<file path="src/rtl/lfsr_burst_ctrl.sv">
// lfsr_burst_ctrl: sequencer around a Fibonacci LFSR that hands out bursts of
// pseudo-random words under valid/ready flow control.
//
// A start in IDLE loads the seed (all-zero seed replaced by DEFAULT_SEED) and
// the word count. The LFSR then advances only on accepted words. The block
// pulses done at the end of the burst, and pulses wrap when a transfer brings
// the LFSR back to the seed loaded for this burst.
//
// Ports:
//   clk        rising-edge clock
//   rst        asynchronous active-high reset
//   start      burst request, sampled only in IDLE
//   seed       initial LFSR state, sampled with start
//   count      words in the burst, sampled with start (0 = empty burst)
//   out_ready  consumer accepts out_data this cycle
//   out_valid  out_data holds a word of the burst
//   out_data   current LFSR state
//   busy       high in RUN and DONE
//   done       one-cycle pulse at burst end
//   seed_fix   one-cycle pulse after a start with an all-zero seed
//   wrap       one-cycle pulse after a transfer that returns LFSR to the seed
module lfsr_burst_ctrl #(
  parameter int unsigned      WIDTH        = 4,
  parameter logic [WIDTH-1:0] TAPS         = 4'b1100,
  parameter logic [WIDTH-1:0] DEFAULT_SEED = 4'b0001,
  parameter int unsigned      CW           = 8
) (
  input  logic             clk,
  input  logic             rst,
  input  logic             start,
  input  logic [WIDTH-1:0] seed,
  input  logic [CW-1:0]    count,
  input  logic             out_ready,
  output logic             out_valid,
  output logic [WIDTH-1:0] out_data,
  output logic             busy,
  output logic             done,
  output logic             seed_fix,
  output logic             wrap
);

  localparam logic [1:0] IDLE = 2'd0;
  localparam logic [1:0] RUN  = 2'd1;
  localparam logic [1:0] DONE = 2'd2;

  localparam logic [CW-1:0] ONE = {{(CW-1){1'b0}}, 1'b1};

  logic [1:0]       state_q, state_d;
  logic [WIDTH-1:0] lfsr_q, lfsr_d;
  logic [WIDTH-1:0] load_seed_q, load_seed_d;
  logic [CW-1:0]    remaining_q, remaining_d;
  logic             seed_fix_q, seed_fix_d;
  logic             wrap_q, wrap_d;

  logic [WIDTH-1:0] lfsr_next;
  logic [WIDTH-1:0] seed_eff;
  logic             xfer;

  assign lfsr_next = {lfsr_q[WIDTH-2:0], ^(lfsr_q & TAPS)};
  // An all-zero state would lock the LFSR, so it is never loaded.
  assign seed_eff  = (seed == '0) ? DEFAULT_SEED : seed;
  assign xfer      = (state_q == RUN) && out_ready;

  always_comb begin
    state_d     = state_q;
    lfsr_d      = lfsr_q;
    load_seed_d = load_seed_q;
    remaining_d = remaining_q;
    seed_fix_d  = 1'b0;
    wrap_d      = 1'b0;
    case (state_q)
      IDLE: begin
        if (start) begin
          seed_fix_d = (seed == '0);
          if (count != '0) begin
            lfsr_d      = seed_eff;
            load_seed_d = seed_eff;
            remaining_d = count;
            state_d     = RUN;
          end else begin
            // Empty burst: report completion without touching the LFSR.
            state_d = DONE;
          end
        end
      end
      RUN: begin
        if (xfer) begin
          lfsr_d = lfsr_next;
          wrap_d = (lfsr_next == load_seed_q);
          if (remaining_q != '0) begin
            remaining_d = remaining_q - ONE;
          end
          if (remaining_q == ONE) begin
            state_d = DONE;
          end
        end
      end
      DONE: begin
        state_d = IDLE;
      end
      default: begin
        state_d = IDLE;
      end
    endcase
  end

  always_ff @(posedge clk or posedge rst) begin
    if (rst) begin
      state_q     <= IDLE;
      lfsr_q      <= DEFAULT_SEED;
      load_seed_q <= DEFAULT_SEED;
      remaining_q <= '0;
      seed_fix_q  <= 1'b0;
      wrap_q      <= 1'b0;
    end else begin
      state_q     <= state_d;
      lfsr_q      <= lfsr_d;
      load_seed_q <= load_seed_d;
      remaining_q <= remaining_d;
      seed_fix_q  <= seed_fix_d;
      wrap_q      <= wrap_d;
    end
  end

  // All outputs are decodes of registered state, so they are glitch-free and
  // hold steady while the consumer stalls.
  assign out_valid = (state_q == RUN);
  assign busy      = (state_q != IDLE);
  assign done      = (state_q == DONE);
  assign out_data  = lfsr_q;
  assign seed_fix  = seed_fix_q;
  assign wrap      = wrap_q;

endmodule

</file>
<file path="config.mk">
export PLATFORM = sky130hd
export DESIGN_NAME = lfsr_burst_ctrl
export DESIGN_NICKNAME = d
export VERILOG_FILES = /design/src/rtl/lfsr_burst_ctrl.sv
export SDC_FILE = /design/constraint.sdc
export NUM_CORES = 1
export LEC_CHECK = 0
export ABC_AREA = 1
export CAP_MARGIN = 5
export CORE_ASPECT_RATIO = 0.9
export CORE_UTILIZATION = 51
export DETAILED_ROUTE_END_ITERATION = 16
export GPL_TIMING_DRIVEN = 1
export HOLD_SLACK_MARGIN = 0.02
export PLACE_DENSITY = 0.76
export SYNTH_ARGS = -nofsm -noshare
export SYNTH_HDL_FRONTEND = slang
export SYNTH_SLANG_ARGS = --single-unit
</file>
<file path="constraint.sdc">
create_clock -name clk -period 1.82 [get_ports clk]
set_clock_uncertainty 0.05 [all_clocks]
set_input_delay 0.364 -clock clk [delete_from_list [all_inputs] [get_ports clk]]
set_output_delay 0.364 -clock clk [all_outputs]
set_load 0.02 [all_outputs]
</file>
* Word-level counts from Yosys, hierarchy flattened
Cells that the tools add are included.
** Word-level totals
- Word-level logic and storage cells :: 47
- Register bits :: 20
- Output and inout port bits :: 9
** Operators by class
- Add/subtract/negate cells :: 1
- Reduce and logical (&&, ||, !) cells :: 12
- Mux-type cells :: 19
- Eq/ne operators :: 9
** Operators with widths (number)
- $mux 8 :: 4
- $mux 4 :: 4
- $pmux 8 s2 :: 1
- $reduce_bool 8->1 :: 2
- $eq 8x1->1 const B :: 1
- $mux 2 :: 4
- $pmux 4 s2 :: 1
- $sub 8x1->8 const B :: 1
- $ne 2x1->1 const B :: 3
- $reduce_and 3->1 :: 2
- $reduce_and 5->1 :: 1
- $eq 4x4->1 :: 1
- $logic_not 4->1 :: 1
- $mux 1 :: 4
- $ne 2x2->1 const B :: 2
- $pmux 2 s2 :: 1
- $reduce_and 4->1 :: 1
- $reduce_bool 2->1 :: 2
- $reduce_xor 4->1 :: 1
- $eq 2x1->1 const B :: 1
- $eq 2x2->1 const B :: 1
- $logic_not 2->1 :: 1
- $logic_and 1x1->1 :: 1

* Depth between registers and ports, before layout
Gate-level depths: netlist (run 1).
- Depth in word-level cells :: 5
- Depth in mapped cells :: 9

* Least setup slack after synthesis (run 1)
Ideal clock, no wire load.
- Path type :: reg2reg
- Start point :: register remaining_q[0]
- End point :: register remaining_q[7]
- Setup time :: 0.076 ns
- Arrival time :: 1.177 ns
- Clock period less this slack :: 1.303 ns
- Path buffers :: 1
- Data required time :: 1.694 ns
- Path slack :: 0.517 ns
- Cell stages (with the launch flop) :: 10
- Path through :: dfrtp_1 > inv_1 > ha_1 > inv_1 > nor2_1 > nand3_2 > nand3_2 > buf_6 > nand2_2 > o21ai_1
** Between the ends
- Cells in the longest elaborated chain, start to end :: 4
** Ends and longest elaborated chain
- from (decl) :: line 51 : logic [CW-1:0] remaining_q, remaining_d;
- from (signal assigned) :: line 119 : remaining_q <= remaining_d;
- $sub 8x1->8 :: line 91 : remaining_d = remaining_q - ONE;
- $mux 8 :: line 90 : if (remaining_q != '0) begin
- $mux 8 :: line 87 : if (xfer) begin
- $pmux 8 s2 :: line 71 : case (state_q)
Several ways; a longest one is shown, not always the timed one. The select of a mux whose other input is x is not followed.
A chain may end at the register's enable or synchronous reset.

* Worst setup path in the final report (run 1)
- Start point :: register lfsr_q[3] (netlist: out_data[3])
- End point :: output out_data[3]
** RTL lines
- from (decl) :: line 49 : logic [WIDTH-1:0] lfsr_q, lfsr_d;
- from (signal assigned) :: line 117 : lfsr_q <= lfsr_d;
- to (decl) :: line 35 : output logic [WIDTH-1:0] out_data,
No word-level cell between the ends.

==> reports/qor.yml, run 1 <==
setup_path:
  max_stage_delay_ns: 0.63
  worst_r2r_path_depth: 9
  crit_path_end: "out_data[3]"
  crit_family: "buffers and inverters"
  timing.rr.end: "remaining_q[1]"
  path_max_fanout: 3
  crit_buf_inv: 1
  reg2reg_slack_ns: 0.28
  worst-setup-path-type: "reg -> out"
  path_cells: "clkdlybuf4s50_1"
  cp-start-kind: "flip-flop"
  endpoint_kind: "primary output"
  rr_startpoint: "state_q[0]"
  cp.arrival_ns: 1.33
  startpoint: "out_data[3]"
  path_depth: 1
  crit_slowest_cell: "clkdlybuf4s50_1"
  critPathRequiredTime_ns: 1.41
logic_synthesis:
  muxShareOfSynthArea_pct: 0
  synth_area_per_cell_um2: 7.210
  synth_compound_area_share_pct: 10.10
  async_flop_share_pct: 100.0
  synthAdderAreaFrac_pct: 2.941
  yosysTopAreaCell: "dfrtp_1"
  synthSimpleGateAreaFrac_pct: 35.78
  yosysMostFrequentCell: "nand2_1"
  syn-instance-count: 177
  synth_top_area_share_pct: 35.29
  synth-xor-area-share_pct: 3.431
  synth_area_um2: 1276
  synthTopCellsByCount: "nand2_1 (53), inv_1 (19), nor2_1 (19)"
  synth_edf_count: 0
  synthFlopType: "dfrtp_1"
  synth_seq_cells: 20
  synth_top_family_by_area: "simple AND/OR/NAND/NOR gates"
  ys_types: 25
  syn_nets: 196
  yosysWarnings: 0
  synth.area.top_cells: "dfrtp_1 (35%), nand2_1 (16%), inv_1 (5.6%), nor2_1 (5.6%), nand2_2 (5.4%)"
  synth-seq-area-share_pct: 39.41
run:
  drv_cap: 0
sta:
  setup_viol: 0
  rsz0062_at_grt: "false"
  tns_ns: 0
  min_period_over_period_pct: 95.82
  worst_pin_slew_ns: 0.2612
  fin_crit_ns: 1.744
  fmax_ghz: 0.5734
  whs_ns: 0.3254
  drv_slew: 0
  hold_viol: 0
  slew_headroom_pct: 82.53
drt:
  drt_first_pass_iters: 6
  wl_per_cell_um: 12.21
  drt_iter0_drc: 33
  routed_wirelength_mm: 2.882
  drcViolationCount: 0
  detail-route-antenna-nets: 0
  viasPerCell: 5.093
  vias: 1202
hold_path:
  min_path_type: "in -> async"
placement:
  dp_hpwl_mm: 2.262
  dp.cells: 232
  place.gp.congestion: 0.9187
  portBuffers: 24
die:
  rows: 16
  num_io_pins: 25
  die_w_um: 54.73
  die-height_um: 49.46
  core_um2: 2262
  die_area_um2: 2707
  start_util_pct: 56.42
grt:
  grt_pass1_vias: 1072
  grt_antenna_before_repair: 0
  gr-total-overflow: 0
  grt_pass1_wl_mm: 4.892
  grt_usage_pct: 25.03
  grt_max_degree: 21
cts:
  post-cts-setup-buffer-count: 0
  path_clk_slew_ns: 0.11
  cts.path.max_buffers: 2
  worstSkewPairLatency_ns: 0.30
  cts-root-buf: "clkbuf_4"
  h-tree-depth: 1
  clkSinkCount: 20
  tritoncts: "yes"
  cts_buffers: 3
final_layout:
  synthToLayoutAreaGrowth_pct: 26.37
  diodes: 0
  nNetsFinal: 229
  drive_gt1_share_pct: 16.75
  fin_cells: 236
power_and_ir_drop:
  power_frac_seq_pct: 48.0
  p_leak_nw: 0.8764
  sw_frac_of_total_pct: 30.44
  power.share.clock_pct: 23.2
  p_switching_uw: 335.0
  ir_worst_vdd_v: 0.0006178
  power_mw: 1.101
  pwr-share-comb_pct: 28.7
  cellPowerDensity_nw_per_um2: 682.4
  p_int_uw: 765.7
status:
  outcome: "completed"
[worst min path at each step]
stage,startpoint,endpoint,slack [ns],depth (start not counted)
floorplan,rst,load_seed_q[1],0.28,1
global placement,load_seed_q[0],load_seed_q[0],0.41,2
detailed placement,load_seed_q[0],load_seed_q[0],0.42,2
CTS,rst,load_seed_q[1],0.33,3
global route,rst,wrap,0.35,3
finish,rst,wrap,0.33,3
[routing by layer]
layer / vias up / global-route usage (%) / part of all wire, %
met5: - / 0 / 0
met4: 0 / 3.846 / 0.38
met3: 2 / 6.481 / 6.2
met2: 35 / 33.94 / 43
met1: 546 / 39.96 / 50
li1: 619 / - / -
[per-stage QoR]
| step | utilization (%) | setup slack, ns | area, um^2 |
|---|---|---|---|
| after CTS | 71.18 | 0.03133 | 1610 |
| after floorplan | - | 0.5165 | 1276 |
| final | 71.29 | 0.07609 | 1613 |
| after global routing | 71.29 | 0.02231 | 1613 |
| after global placement | 69.80 | 0.1324 | 1579 |
| after detailed placement | 69.80 | 0.09800 | 1579 |
[final cells by class]
cell class / count / area (um^2)
Multi-Input combinational cell: 132 / 666.9
Fill cell: 190 / 649.4
Sequential cell: 20 / 503.0
Timing Repair Buffer: 31 / 290.3
Inverter: 22 / 82.58
Clock buffer: 4 / 36.28
Tap cell: 27 / 33.78
[cells by family after synthesis]
group,count (synthesis)
fa+ha+maj,3
compound gates,24
xor+xnor,5
buf+inv,25
flops,20
simple gates,100
[power groups by stage]
stage                     Combinational (mW)  Clock [mW]  Sequential, mW
after detailed placement               0.323           0           0.540
after CTS                              0.318       0.261           0.531
after floorplan                        0.122           0           0.586
after global routing                   0.352       0.277           0.537
final                                  0.316       0.256           0.529
after global placement                 0.321           0           0.539
[state kept, by name, indices dropped and copies added (netlist names)]
register and count:
remaining_q 8, wrap 1, seed_fix 1, state_q 2
out_data 4, load_seed_q 4
[timing repair]
| action | 4_1_cts | 5_1_grt |
|---|---|---|
| setup endpoints to repair | 4 | 1 |
| resized for setup | 4 | 1 |
| hold buffers | 0 | 0 |
[cell usage in the layout, fill, tap and decap left out, drive strengths merged]
cell type      Yosys  routed
a31oi              1       1
nand4              1       1
a21oi              6       6
nand3             11      11
dfstp              2       2
ha                 3       3
dfrtp             18      18
xnor2              2       2
nand2             64      64
clkinv             1       1
dlymetal6s2s       0       1
inv               21      21
xor2               3       3
or2                1       1
nor2              23      23
dlygate4sd2        0       4
o21ai             17      17
buf                2       7
clkbuf             1       4
clkdlybuf4s50      0      19
No activity file was read; power rests on OpenSTA's default activity.
==> inputs of run 2 (changes only) <==
- clock period: 1.82 -> 2 ns (I/O delays scaled with it)
==> reports/qor.yml, run 2 (synthesized netlist as in run 1, its figures left out) <==
grt:
  grt_max_degree: 21  # unchanged
  grt_pass1_wl_mm: 5.071  # +3.7%
  grt_pass1_vias: 1115  # +4.0%
  grt_antenna_before_repair: 0  # unchanged
  gr-total-overflow: 0  # unchanged
  grt_usage_pct: 26.24  # +1.2 points
placement:
  portBuffers: 24  # unchanged
  dpl_cell_area_um2: 1572  # -0.47%
  dpl_worst_slack_ns: 0.2348  # +0.1368 ns
  dp.cells: 231  # -0.43%
  dp_hpwl_mm: 2.395  # +5.9%
  place.gp.congestion: 0.8849  # -3.7%
setup_path:
  crit_buf_inv: 2  # +1
  max_stage_delay_ns: 0.61  # -0.02 ns
  crit_family: "buffers and inverters"
  cp.arrival_ns: 1.49  # +0.16 ns
  critPathRequiredTime_ns: 1.55  # +0.14 ns
  cp-start-kind: "flip-flop"
  path_cells: "inv_2 > nor2_1 > clkdlybuf4s50_1"
  path_max_fanout: 3  # unchanged
  crit_slowest_cell: "clkdlybuf4s50_1"
  worst-setup-path-type: "reg -> out"
  endpoint_kind: "primary output"
final_layout:
  final_area_um2: 1625  # +0.78%
  multiInputGateArea_um2: 666.9  # unchanged
  drive_gt1_share_pct: 16.35  # -0.40 points
  largest_reg_flops: 8  # unchanged
  regMostFlops: "remaining_q"
  final_cell_mix: "nand2_1 (53), clkdlybuf4s50_1 (22), nor2_1 (19), inv_1 (19), dfrtp_1 (18)"
  seq_area_um2: 503.0  # unchanged
  synthToLayoutAreaGrowth_pct: 27.35
  final_common_cell: "nand2_1"
  diodes: 0  # unchanged
  fin_cells: 235  # -0.42%
  num-fill-cells: 193  # +1.6%
  utilization_pct: 71.85  # +0.55 points
  nNetsFinal: 228  # -0.44%
die:
  die_area_um2: 2707  # unchanged
  die_w_um: 54.73  # unchanged
  rows: 16  # unchanged
  die-height_um: 49.46  # unchanged
  start_util_pct: 56.42  # unchanged
  core_um2: 2262  # unchanged
  num_io_pins: 25  # unchanged
cts:
  path_clk_slew_ns: 0.12  # about the same
  clkSinkCount: 20  # unchanged
  cts-root-buf: "clkbuf_4"
  tritoncts: "yes"
  worstSkewPairLatency_ns: 0.31  # about the same
  hold_buffers: 0  # unchanged
  cts.path.max_buffers: 2  # unchanged
  h-tree-depth: 1  # unchanged
  cts_buffers: 3  # unchanged
hold_path:
  min_path_type: "in -> async"
drt:
  detail-route-antenna-nets: 0  # unchanged
  drcViolationCount: 0  # unchanged
  viasPerCell: 5.098  # about the same
  vias: 1198  # -0.33%
  routed_wirelength_mm: 3.037  # +5.4%
  drt_iter0_drc: 16  # -52%
  wl_per_cell_um: 12.92  # +5.8%
  drt_first_pass_iters: 4  # -2
power_and_ir_drop:
  ir_worst_vdd_v: 0.0007176  # +16%
  power_mw: 1.109  # +0.72%
  p_leak_nw: 0.8588  # -2.0%
  cellPowerDensity_nw_per_um2: 682.1  # about the same
sta:
  fin_ws_ns: 0.05562  # -0.02047 ns
  fin_crit_ns: 1.944
  tns_ns: 0  # unchanged
  worst_pin_slew_ns: 0.2800  # +0.01876 ns
  min_period_over_period_pct: 97.22
  hold_viol: 0  # unchanged
  rsz0062_at_grt: "false"
  fmax_ghz: 0.5143
  whs_ns: 0.3524  # +0.02704 ns
  drv_slew: 0  # unchanged
  slew_headroom_pct: 81.27  # -1.3 points
  setup_viol: 0  # unchanged
status:
  outcome: "completed"
run:
  drv_cap: 0  # unchanged
-- run 2: cell type report --
cell class,instances,share of cell area [%]
clock buffers,3,1.386
well taps,27,2.079
repair buffers,30,17.63
clock inverters,1,1.848
inverters,22,5.081
flip-flops and latches,20,30.95
multi-input cells,132,41.03
-- run 2: power by group --
group	leakage [nW]	internal (mW)	switching [mW]
logic	0.567	0.145	0.148
registers	0.264	0.448	0.0387
clock network	0.0279	0.203	0.126
total	0.859	0.796	0.313
-- run 2: worst register-to-register path: cells and delay by family (launching register included) --
kind                   cells  cell delay (ns)
DFF                        1             0.41
buffers and inverters      3             0.48
and+or+nand+nor            6             0.52
-- run 2: routing by layer --
layer  wire length [um]  global-route usage [%]  share of wire (%)  up-vias
met2               1429                   38.96                 47       33
met5                  0                       0                  0        -
met3                152                   7.099                5.0        2
li1                   -                       -                  -      609
met1               1436                   37.25                 47      554
met4                 20                   6.410               0.66        0
-- run 2: worst paths after layout --
path,start,end,slack (ns),cells after the start
max,state_q[1],done,0.06,3
min,rst,state_q[0],0.35,3
max reg2reg,state_q[0],remaining_q[4],0.43,9
min reg2reg,load_seed_q[0],load_seed_q[0],0.44,2
max in group asynchronous,rst,out_data[0],1.27,3
min in group clk,load_seed_q[0],load_seed_q[0],0.44,2
-- run 2: what timing repair did --
item                       4_1_cts  5_1_grt
gates resized for setup          1        1
setup buffers                    0        0
setup endpoints to repair        1        1
